--- src/rtl/cpu_pkg.sv ---
// cpu_pkg: word width, LD/ST opcodes and data-memory FSM states shared with the CPU.
package cpu_pkg;
    localparam int DATA_W = 19;
    localparam logic [4:0] OP_LD = 5'b01100;
    localparam logic [4:0] OP_ST = 5'b01101;
    typedef enum logic [1:0] {IDLE, WAIT, ACCESS, DONE} mem_state_t;
endpackage

--- src/rtl/cpu_data_mem_ctrl_if.sv ---
// cpu_data_mem_ctrl_if: CPU load/store port as seen by the data-memory controller.
interface cpu_data_mem_ctrl_if;
    import cpu_pkg::*;
    logic mem_read;
    logic mem_write;
    logic [18:0] address;
    logic [DATA_W-1:0] wdata;
    logic [DATA_W-1:0] rdata;
    logic ready;
    logic busy;
    logic err;
    modport master(output mem_read, mem_write, address, wdata, input rdata, ready, busy, err);
    modport slave(input mem_read, mem_write, address, wdata, output rdata, ready, busy, err);
endinterface

--- src/rtl/cpu_data_mem_ctrl_data_ram.sv ---
// data_ram: single-port synchronous RAM with registered read data; contents are never reset.
module data_ram
    import cpu_pkg::*;
#(
    parameter int ADDR_W = 8
) (
    input  logic              clk,
    input  logic              we,
    input  logic [ADDR_W-1:0] idx,
    input  logic [DATA_W-1:0] din,
    output logic [DATA_W-1:0] dout
);
    logic [DATA_W-1:0] mem [2**ADDR_W];
    always_ff @(posedge clk) begin
        if (we) mem[idx] <= din;
        dout <= mem[idx];
    end
endmodule

--- src/rtl/cpu_data_mem_ctrl.sv ---
// cpu_data_mem_ctrl: one-at-a-time LD/ST controller with configurable wait states,
// flagging conflicting and out-of-range requests instead of executing them.
module cpu_data_mem_ctrl
    import cpu_pkg::*;
#(
    parameter int ADDR_W      = 8,
    parameter int WAIT_STATES = 2
) (
    input logic clk,
    input logic rst,
    cpu_data_mem_ctrl_if.slave bus
);
    mem_state_t state, next_state;
    logic [3:0] cnt;
    logic [4:0] op;
    logic conflict, bad_addr, fault, req, we, rd_done;
    logic [ADDR_W-1:0] idx;
    logic [DATA_W-1:0] wd, dout, rdata_q, rd_val;
    logic ready, busy, err;
    assign req = bus.mem_read | bus.mem_write;
    assign fault = conflict | bad_addr;
    assign we = state == ACCESS && op == OP_ST && !fault;
    // conflicts capture as ST, so only genuine loads ever touch rdata
    assign rd_done = state == DONE && op == OP_LD;
    assign rd_val = bad_addr ? '0 : dout;
    assign bus.rdata = rd_done ? rd_val : rdata_q;
    assign bus.ready = ready;
    assign bus.busy = busy;
    assign bus.err = err;
    data_ram #(.ADDR_W(ADDR_W)) u_ram (.clk(clk), .we(we), .idx(idx), .din(wd), .dout(dout));
    always_comb begin
        next_state = state;
        case (state)
            IDLE:    next_state = req ? (WAIT_STATES > 0 ? WAIT : ACCESS) : IDLE;
            WAIT:    next_state = cnt == 4'd0 ? ACCESS : WAIT;
            ACCESS:  next_state = DONE;
            default: next_state = IDLE;
        endcase
    end
    always_ff @(posedge clk or posedge rst) begin
        if (rst) begin
            state <= IDLE;
        end else begin
            state <= next_state;
        end
    end
    always_ff @(posedge clk or posedge rst) begin
        if (rst) begin
            cnt <= '0;
            op <= OP_LD;
            conflict <= 1'b0;
            bad_addr <= 1'b0;
            idx <= '0;
            wd <= '0;
            rdata_q <= '0;
            ready <= 1'b0;
            busy <= 1'b0;
            err <= 1'b0;
        end else begin
            if (state == IDLE && req) begin
                op <= bus.mem_write ? OP_ST : OP_LD;
                conflict <= bus.mem_read & bus.mem_write;
                bad_addr <= |bus.address[18:ADDR_W];
                idx <= bus.address[ADDR_W-1:0];
                wd <= bus.wdata;
                cnt <= WAIT_STATES > 0 ? 4'(WAIT_STATES - 1) : 4'd0;
            end else if (state == WAIT && cnt != 4'd0) begin
                cnt <= cnt - 4'd1;
            end
            if (rd_done) rdata_q <= rd_val;
            busy <= next_state != IDLE;
            ready <= next_state == DONE;
            err <= next_state == DONE && fault;
        end
    end
endmodule

--- src/flat_wrapper.sv ---
// flat-port wrapper written by rule: the top's interface ports become plain ports
module cpu_data_mem_ctrl_flat import cpu_pkg::*;
#(
    parameter int ADDR_W      = 8,
    parameter int WAIT_STATES = 2
)
  (clk, rst, bus_mem_read, bus_mem_write, bus_address, bus_wdata, bus_rdata, bus_ready, bus_busy, bus_err);
  cpu_data_mem_ctrl_if bus_i ();
  input logic clk;
  input logic rst;
  input wire logic [$bits(bus_i.mem_read)-1:0] bus_mem_read;
  input wire logic [$bits(bus_i.mem_write)-1:0] bus_mem_write;
  input wire logic [$bits(bus_i.address)-1:0] bus_address;
  input wire logic [$bits(bus_i.wdata)-1:0] bus_wdata;
  output wire logic [$bits(bus_i.rdata)-1:0] bus_rdata;
  output wire logic [$bits(bus_i.ready)-1:0] bus_ready;
  output wire logic [$bits(bus_i.busy)-1:0] bus_busy;
  output wire logic [$bits(bus_i.err)-1:0] bus_err;
  assign bus_i.mem_read = bus_mem_read;
  assign bus_i.mem_write = bus_mem_write;
  assign bus_i.address = bus_address;
  assign bus_i.wdata = bus_wdata;
  assign bus_rdata = bus_i.rdata;
  assign bus_ready = bus_i.ready;
  assign bus_busy = bus_i.busy;
  assign bus_err = bus_i.err;
  cpu_data_mem_ctrl #(.ADDR_W(ADDR_W), .WAIT_STATES(WAIT_STATES)) u_core (.clk(clk), .rst(rst), .bus(bus_i));
endmodule
--- config.mk ---
export PLATFORM = sky130hd
export DESIGN_NAME = cpu_data_mem_ctrl_flat
export DESIGN_NICKNAME = d
export VERILOG_FILES = /design/src/rtl/cpu_pkg.sv /design/src/rtl/cpu_data_mem_ctrl_if.sv /design/src/rtl/cpu_data_mem_ctrl_data_ram.sv /design/src/rtl/cpu_data_mem_ctrl.sv /design/src/flat_wrapper.sv
export SDC_FILE = /design/constraint.sdc
export NUM_CORES = 2
export LEC_CHECK = 0
export BUFFER_PORTS_ARGS = -buffer_cell sky130_fd_sc_hd__buf_2
export CAP_MARGIN = 15
export CELL_PAD_IN_SITES_DETAIL_PLACEMENT = 0
export CELL_PAD_IN_SITES_GLOBAL_PLACEMENT = 1
export CORE_MARGIN = 10
export CORE_UTILIZATION = 35
export CTS_CLUSTER_DIAMETER = 200
export CTS_CLUSTER_SIZE = 28
export DETAILED_ROUTE_END_ITERATION = 12
export MAX_ROUTING_LAYER = met4
export PLACE_DENSITY = 0.56
export SLEW_MARGIN = 20
export SYNTH_ARGS = -nofsm -noshare
export SYNTH_HDL_FRONTEND = slang
export SYNTH_MEMORY_MAX_BITS = 65536
export SYNTH_SLANG_ARGS = --single-unit
--- constraint.sdc ---
create_clock -name clk -period 3.7 [get_ports clk]
set_input_delay 0.74 -clock clk [delete_from_list [all_inputs] [get_ports clk]]
set_output_delay 0.74 -clock clk [all_outputs]
set_load 0.1 [all_outputs]
# Yosys cells after proc, flatten, opt, wreduce, memory -nomap -nowiden
# Memories as Yosys holds them, arrays and structs flattened. A register that Yosys moved wholly into a read port is not among the register bits.
# Index checks and enable logic that the tools add are counted.
[classes]
add_sub_neg = 1
eq_ne = 6
n_mux = 10
bitwise_logic = 3
reduce_logical = 13
[ops]
columns = ["op", "count"]
rows = [
  ["2-to-1 mux 19 bit", 2],
  ["OR reduction 11 bit", 1],
  ["equality test 5 x 4 -> 1 bit, second input constant", 2],
  ["2-to-1 mux 4 bit", 2],
  ["equality test 2 bit, second input constant", 3],
  ["logical AND 1 bit", 6],
  ["case mux 2 bit (3 select lines)", 1],
  ["logical NOT 4 bit", 1],
  ["2-to-1 mux 1 bit", 4],
  ["nonzero test 2 bit", 2],
  ["nonzero test 4 bit", 1],
  ["subtractor 4 x 1 -> 4 bit, second input constant", 1],
  ["equality test 2 x 1 -> 1 bit, second input constant", 1],
  ["logical NOT 2 bit", 1],
  ["2-to-1 mux 2 bit", 1],
  ["bitwise OR 1 bit", 2],
  ["bitwise AND 1 bit", 1],
  ["logical NOT 1 bit", 1],
]
[word_totals]
register_bits = 62
mem_bits_rw = 4864
elab_cells = 45
memories = 1
[memory_table]
columns = ["memory", "words", "width", "read_ports", "rd_ports_with_merged_regs", "write_ports", "line_no", "text"]
rows = [
  ["u_core.u_ram.mem", 256, 19, 1, 1, 1, "cpu_data_mem_ctrl_data_ram.sv:13", "logic [DATA_W-1:0] mem [2**ADDR_W];"],
]

# Depth between registers and ports, before layout
[depth]
ltp_word = 5
depth_mapped = 9

# Modules after synthesis
# A second synthesis with hierarchy kept.
[unflattened]
cells_unflattened = 8118
area_unflattened_um2 = 186749.1
[by_module_without_submodules]
columns = ["module", "instances", "cells_each", "area_per_inst_um2", "seq_area_each_um2"]
rows = [
  ["data_ram", 1, 7918, 184230.4, 146440.4],
  ["cpu_data_mem_ctrl", 1, 200, 2518.7, 1451.4],
]

# Worst setup path before layout
# Ideal clock, no wire load.
[synth_timing]
kind = "register to register"
start = "register u_core.wd[0]"
end = "memory u_core.u_ram.mem[0][0] (data pin)"
setup_time_ns = 0.804
arrival_ns = 3.183
t_required_ns = 2.896
path_slack_ns = -0.287
stages_incl_launch_ff = 1
n_path_buf = 0
cell_sequence = "dfrtp_1"
[synth_rtl]
columns = ["element", "line_no", "text"]
rows = [
  ["start: declaration", "cpu_data_mem_ctrl.sv:18", "logic [DATA_W-1:0] wd, dout, rdata_q, rd_val;"],
  ["start signal: assignment", "cpu_data_mem_ctrl.sv:65", "wd <= bus.wdata;"],
  ["end: declaration", "cpu_data_mem_ctrl_data_ram.sv:13", ""],
]
# No word-level cell before the write port.

==> impl_results.md <==
* FILL cells at 46600
* CTS buffer count at 198
* Worst-path clk slew at 110 ps
* Mean Syn Cell Area at 22.9 um2
* Reg2reg setup slack at 40 ps
* Clk buf depth at 4
* Post-route minimum period at 3660 ps
* Routed WL at 535000 um
* Power Total at 150 mW
* YS warnings at 0
* Clk sink count at 4941
* Root Driver: clkbuf_16
* Core ar. at 0.530 mm2
* TritonCTS clock tree: yes
* H-tree lvl count at 4
* Wire per inst at 33.7 um
* Via count at 89100
* Post-synthesis net count at 8189
* Starting Density at 35.2%
* Worst Setup End Kind: flip-flop
* Final hold violation count at 0
* R2R cell count at 11
* WHS Path Cells at 3
* Yosys top cell by area: edfxtp_1
* Initial antenna violation count at 36
* Row count at 267
* Post-DRT Antenna Nets at 0
* Clock latency on the worst-skew pair at 1000 ps
* Die X at 750 um
* Pins over their slew limit at 0
* Mapped Cells at 8146
* Layout area overhead at 12.1%
* # DRC at 0
* Number of DRC markers in iteration 0 at 11300
* Worst hold path type: in2reg
* Fmax at 0.273 GHz
* Mapped cell area at 0.186 mm2
* Hold_sp: bus_address[0]
* Port Buf Inserts at 63
* Commonest cells after routing, fill and taps aside: edfxtp_1, mux4_2, buf_4, a22oi_1, a21oi_1
* Die Area at 0.562 mm2
* Maximum VDD drop at 0.852 mV
* Largest net degree at the start of global routing at 161
* Outcome: finished, final reports clean
* Critical path arrival at 4520 ps
* R2r startpoint: u_core.idx[1]
* Worst setup SP type: flip-flop
* Setup Skew at 56.7 ps
* Yosys top cell area share at 78.4%
* Crit share post-route at 99.0%
* Global-route wire length before repair at 742000 um
* Max-slew headroom at 12.9%
* Ports at 64
* Seq/Total Area, Yosys at 79.4%
* Synth cell types at 36
* Worst EP required at 4550 ps
* Nets at 8815
* Detailed placer's ending HPWL at 326000 um
* Maxcap violations at 0
* Worst Tran Pin Value at 1310 ps
* CP Launch Point: u_core.idx[1]
* Setup violators final at 0
* CP Class: reg2reg
* Drt pass-1 iters at 5
* Worst r2r dst: u_core.u_ram.dout[2]
* Crit path max fanout at 19
* Layout cells sized above 1 at 30.2%
* Pwr/cell area at 719 mW/mm2
* DR vias/cell at 5.61
* Vias in the first global route at 89700
* Top cells by area, synth: edfxtp_1, mux4_2, a22oi_1
* Final TNS setup at 0 ps
* Grt ovf at 0
* WHS Endpoint: u_core.idx[0]
* Pleak at 62.9 nW
* Most common cell after layout, fill and taps aside: edfxtp_1
* GPL Wtd Cong at 0.805
* Tot GR Track Use at 19.0%
* Die height at 750 um
* FF+latch count, synth at 4941
[worst max path at each step]
stage                     slack [ps]  depth (start not counted)                     to
after global placement         -2180                          8   u_core.u_ram.dout[8]
after CTS                       -0.9                          6           bus_rdata[5]
after global routing              -2                         11   u_core.u_ram.dout[0]
after floorplan                 -130                          4          bus_rdata[17]
final                             40                         11   u_core.u_ram.dout[2]
after detailed placement        -410                          9  u_core.u_ram.dout[14]
[area by class of cell]
type / count / area [um2] / share of cell area [%]
Sequential cell: 4941 / 148000 / 70.8
Multi-Input combinational cell: 2705 / 37800 / 18.1
Timing Repair Buffer: 921 / 8890 / 4.25
Tap cell: 6994 / 8750 / 4.19
Clock buffer: 290 / 5360 / 2.57
Clock inverter: 11 / 159 / 0.0760
Antenna cell: 15 / 37.5 / 0.0180
Inverter: 5 / 20.0 / 0.00958
[worst max-delay path, stage by stage, from the launching register on]
cell and delay (ps):
dfrtp_4 460, buf_12 150, buf_12 230, buf_12 220, buf_12 220, buf_4 210, mux4_2 320, a22oi_1 480
a21oi_1 250, o41ai_4 630, buf_4 210, nand4_1 80
[power by group]
group          switching, mW  leakage (nW)  internal (mW)
Clock                   16.8          2.66           10.2
Sequential              2.21          44.9           69.5
Combinational           32.7          15.3           18.8
[flip-flops by register name (all words and copies together), names as in the netlist, 2 cells and up]
register and flops:
u_core.u_ram.mem 4864, u_core.idx 8, u_core.wd 19, u_core.rdata_q 19, u_core.cnt 4, u_core.u_ram.dout 19
u_core.state 2
[cell families after synthesis]
group,synth area share [%]
simple gates,1.04
fa+ha+maj,0.00671
compound gates,3.70
mux,14.7
xor+xnor,0.0141
flops,79.4
buf+inv,1.19
[layer usage]
metal / share of wire [%] / vias up / GRT usage [%] / routed length (um)
li1: - / 35900 / - / -
met1: 43 / 49700 / 26.5 / 229000
met2: 49 / 3143 / 30.3 / 260000
met3: 6.2 / 426 / 2.38 / 33400
met4: 2.3 / 0 / 3.91 / 12200
met5: 0 / - / - / 0
[cells in the mapped netlist]
library cell and n:
nor4_1 3, nor3b_1 2, and2_0 1, o21ai_0 20
nand3b_1 1, nand4_1 23, mux4_2 1216, a21oi_1 305
or2_2 1, nor3_1 2, buf_1 24, and3_1 1
xnor2_1 1, nand2_1 133, o41ai_1 77, a211oi_1 1
edfxtp_1 4864, ha_1 1, nor2_1 266, o21a_1 1
or3_1 1, buf_6 14, buf_4 22, nand3_1 7
xor2_1 2, a22oi_1 608, dfxtp_1 19, and2_1 1
inv_1 5, dfrtp_1 58, clkbuf_1 316, nor2b_1 6
a22o_1 1, o21ai_1 1, buf_2 119, nand2b_1 23
[timing repair]
item,in CTS,in global routing
gates resized for setup,47,18
gates cloned,1,1
endpoints found under the hold margin,44,0
hold buffers,30,0
buffers inserted,7,0
pin swaps,3,3
endpoints found under the setup margin,27,16
[per-stage QoR]
step | cells | instance area, um2 | setup slack (ps) | hold WS [ps] | util (%)
after floorplan | 8146 | 186000 | -132 | 447 | -
after global placement | 15500 | 202000 | -2180 | 464 | 38.2
after detailed placement | 15500 | 202000 | -415 | 499 | 38.2
after CTS | 15900 | 209000 | -0.906 | 7.53 | 39.4
after global routing | 15900 | 209000 | -2.04 | 26.8 | 39.4
final | 15900 | 209000 | 35.2 | 87.9 | 39.4
No activity file was read; power rests on OpenSTA's default activity.
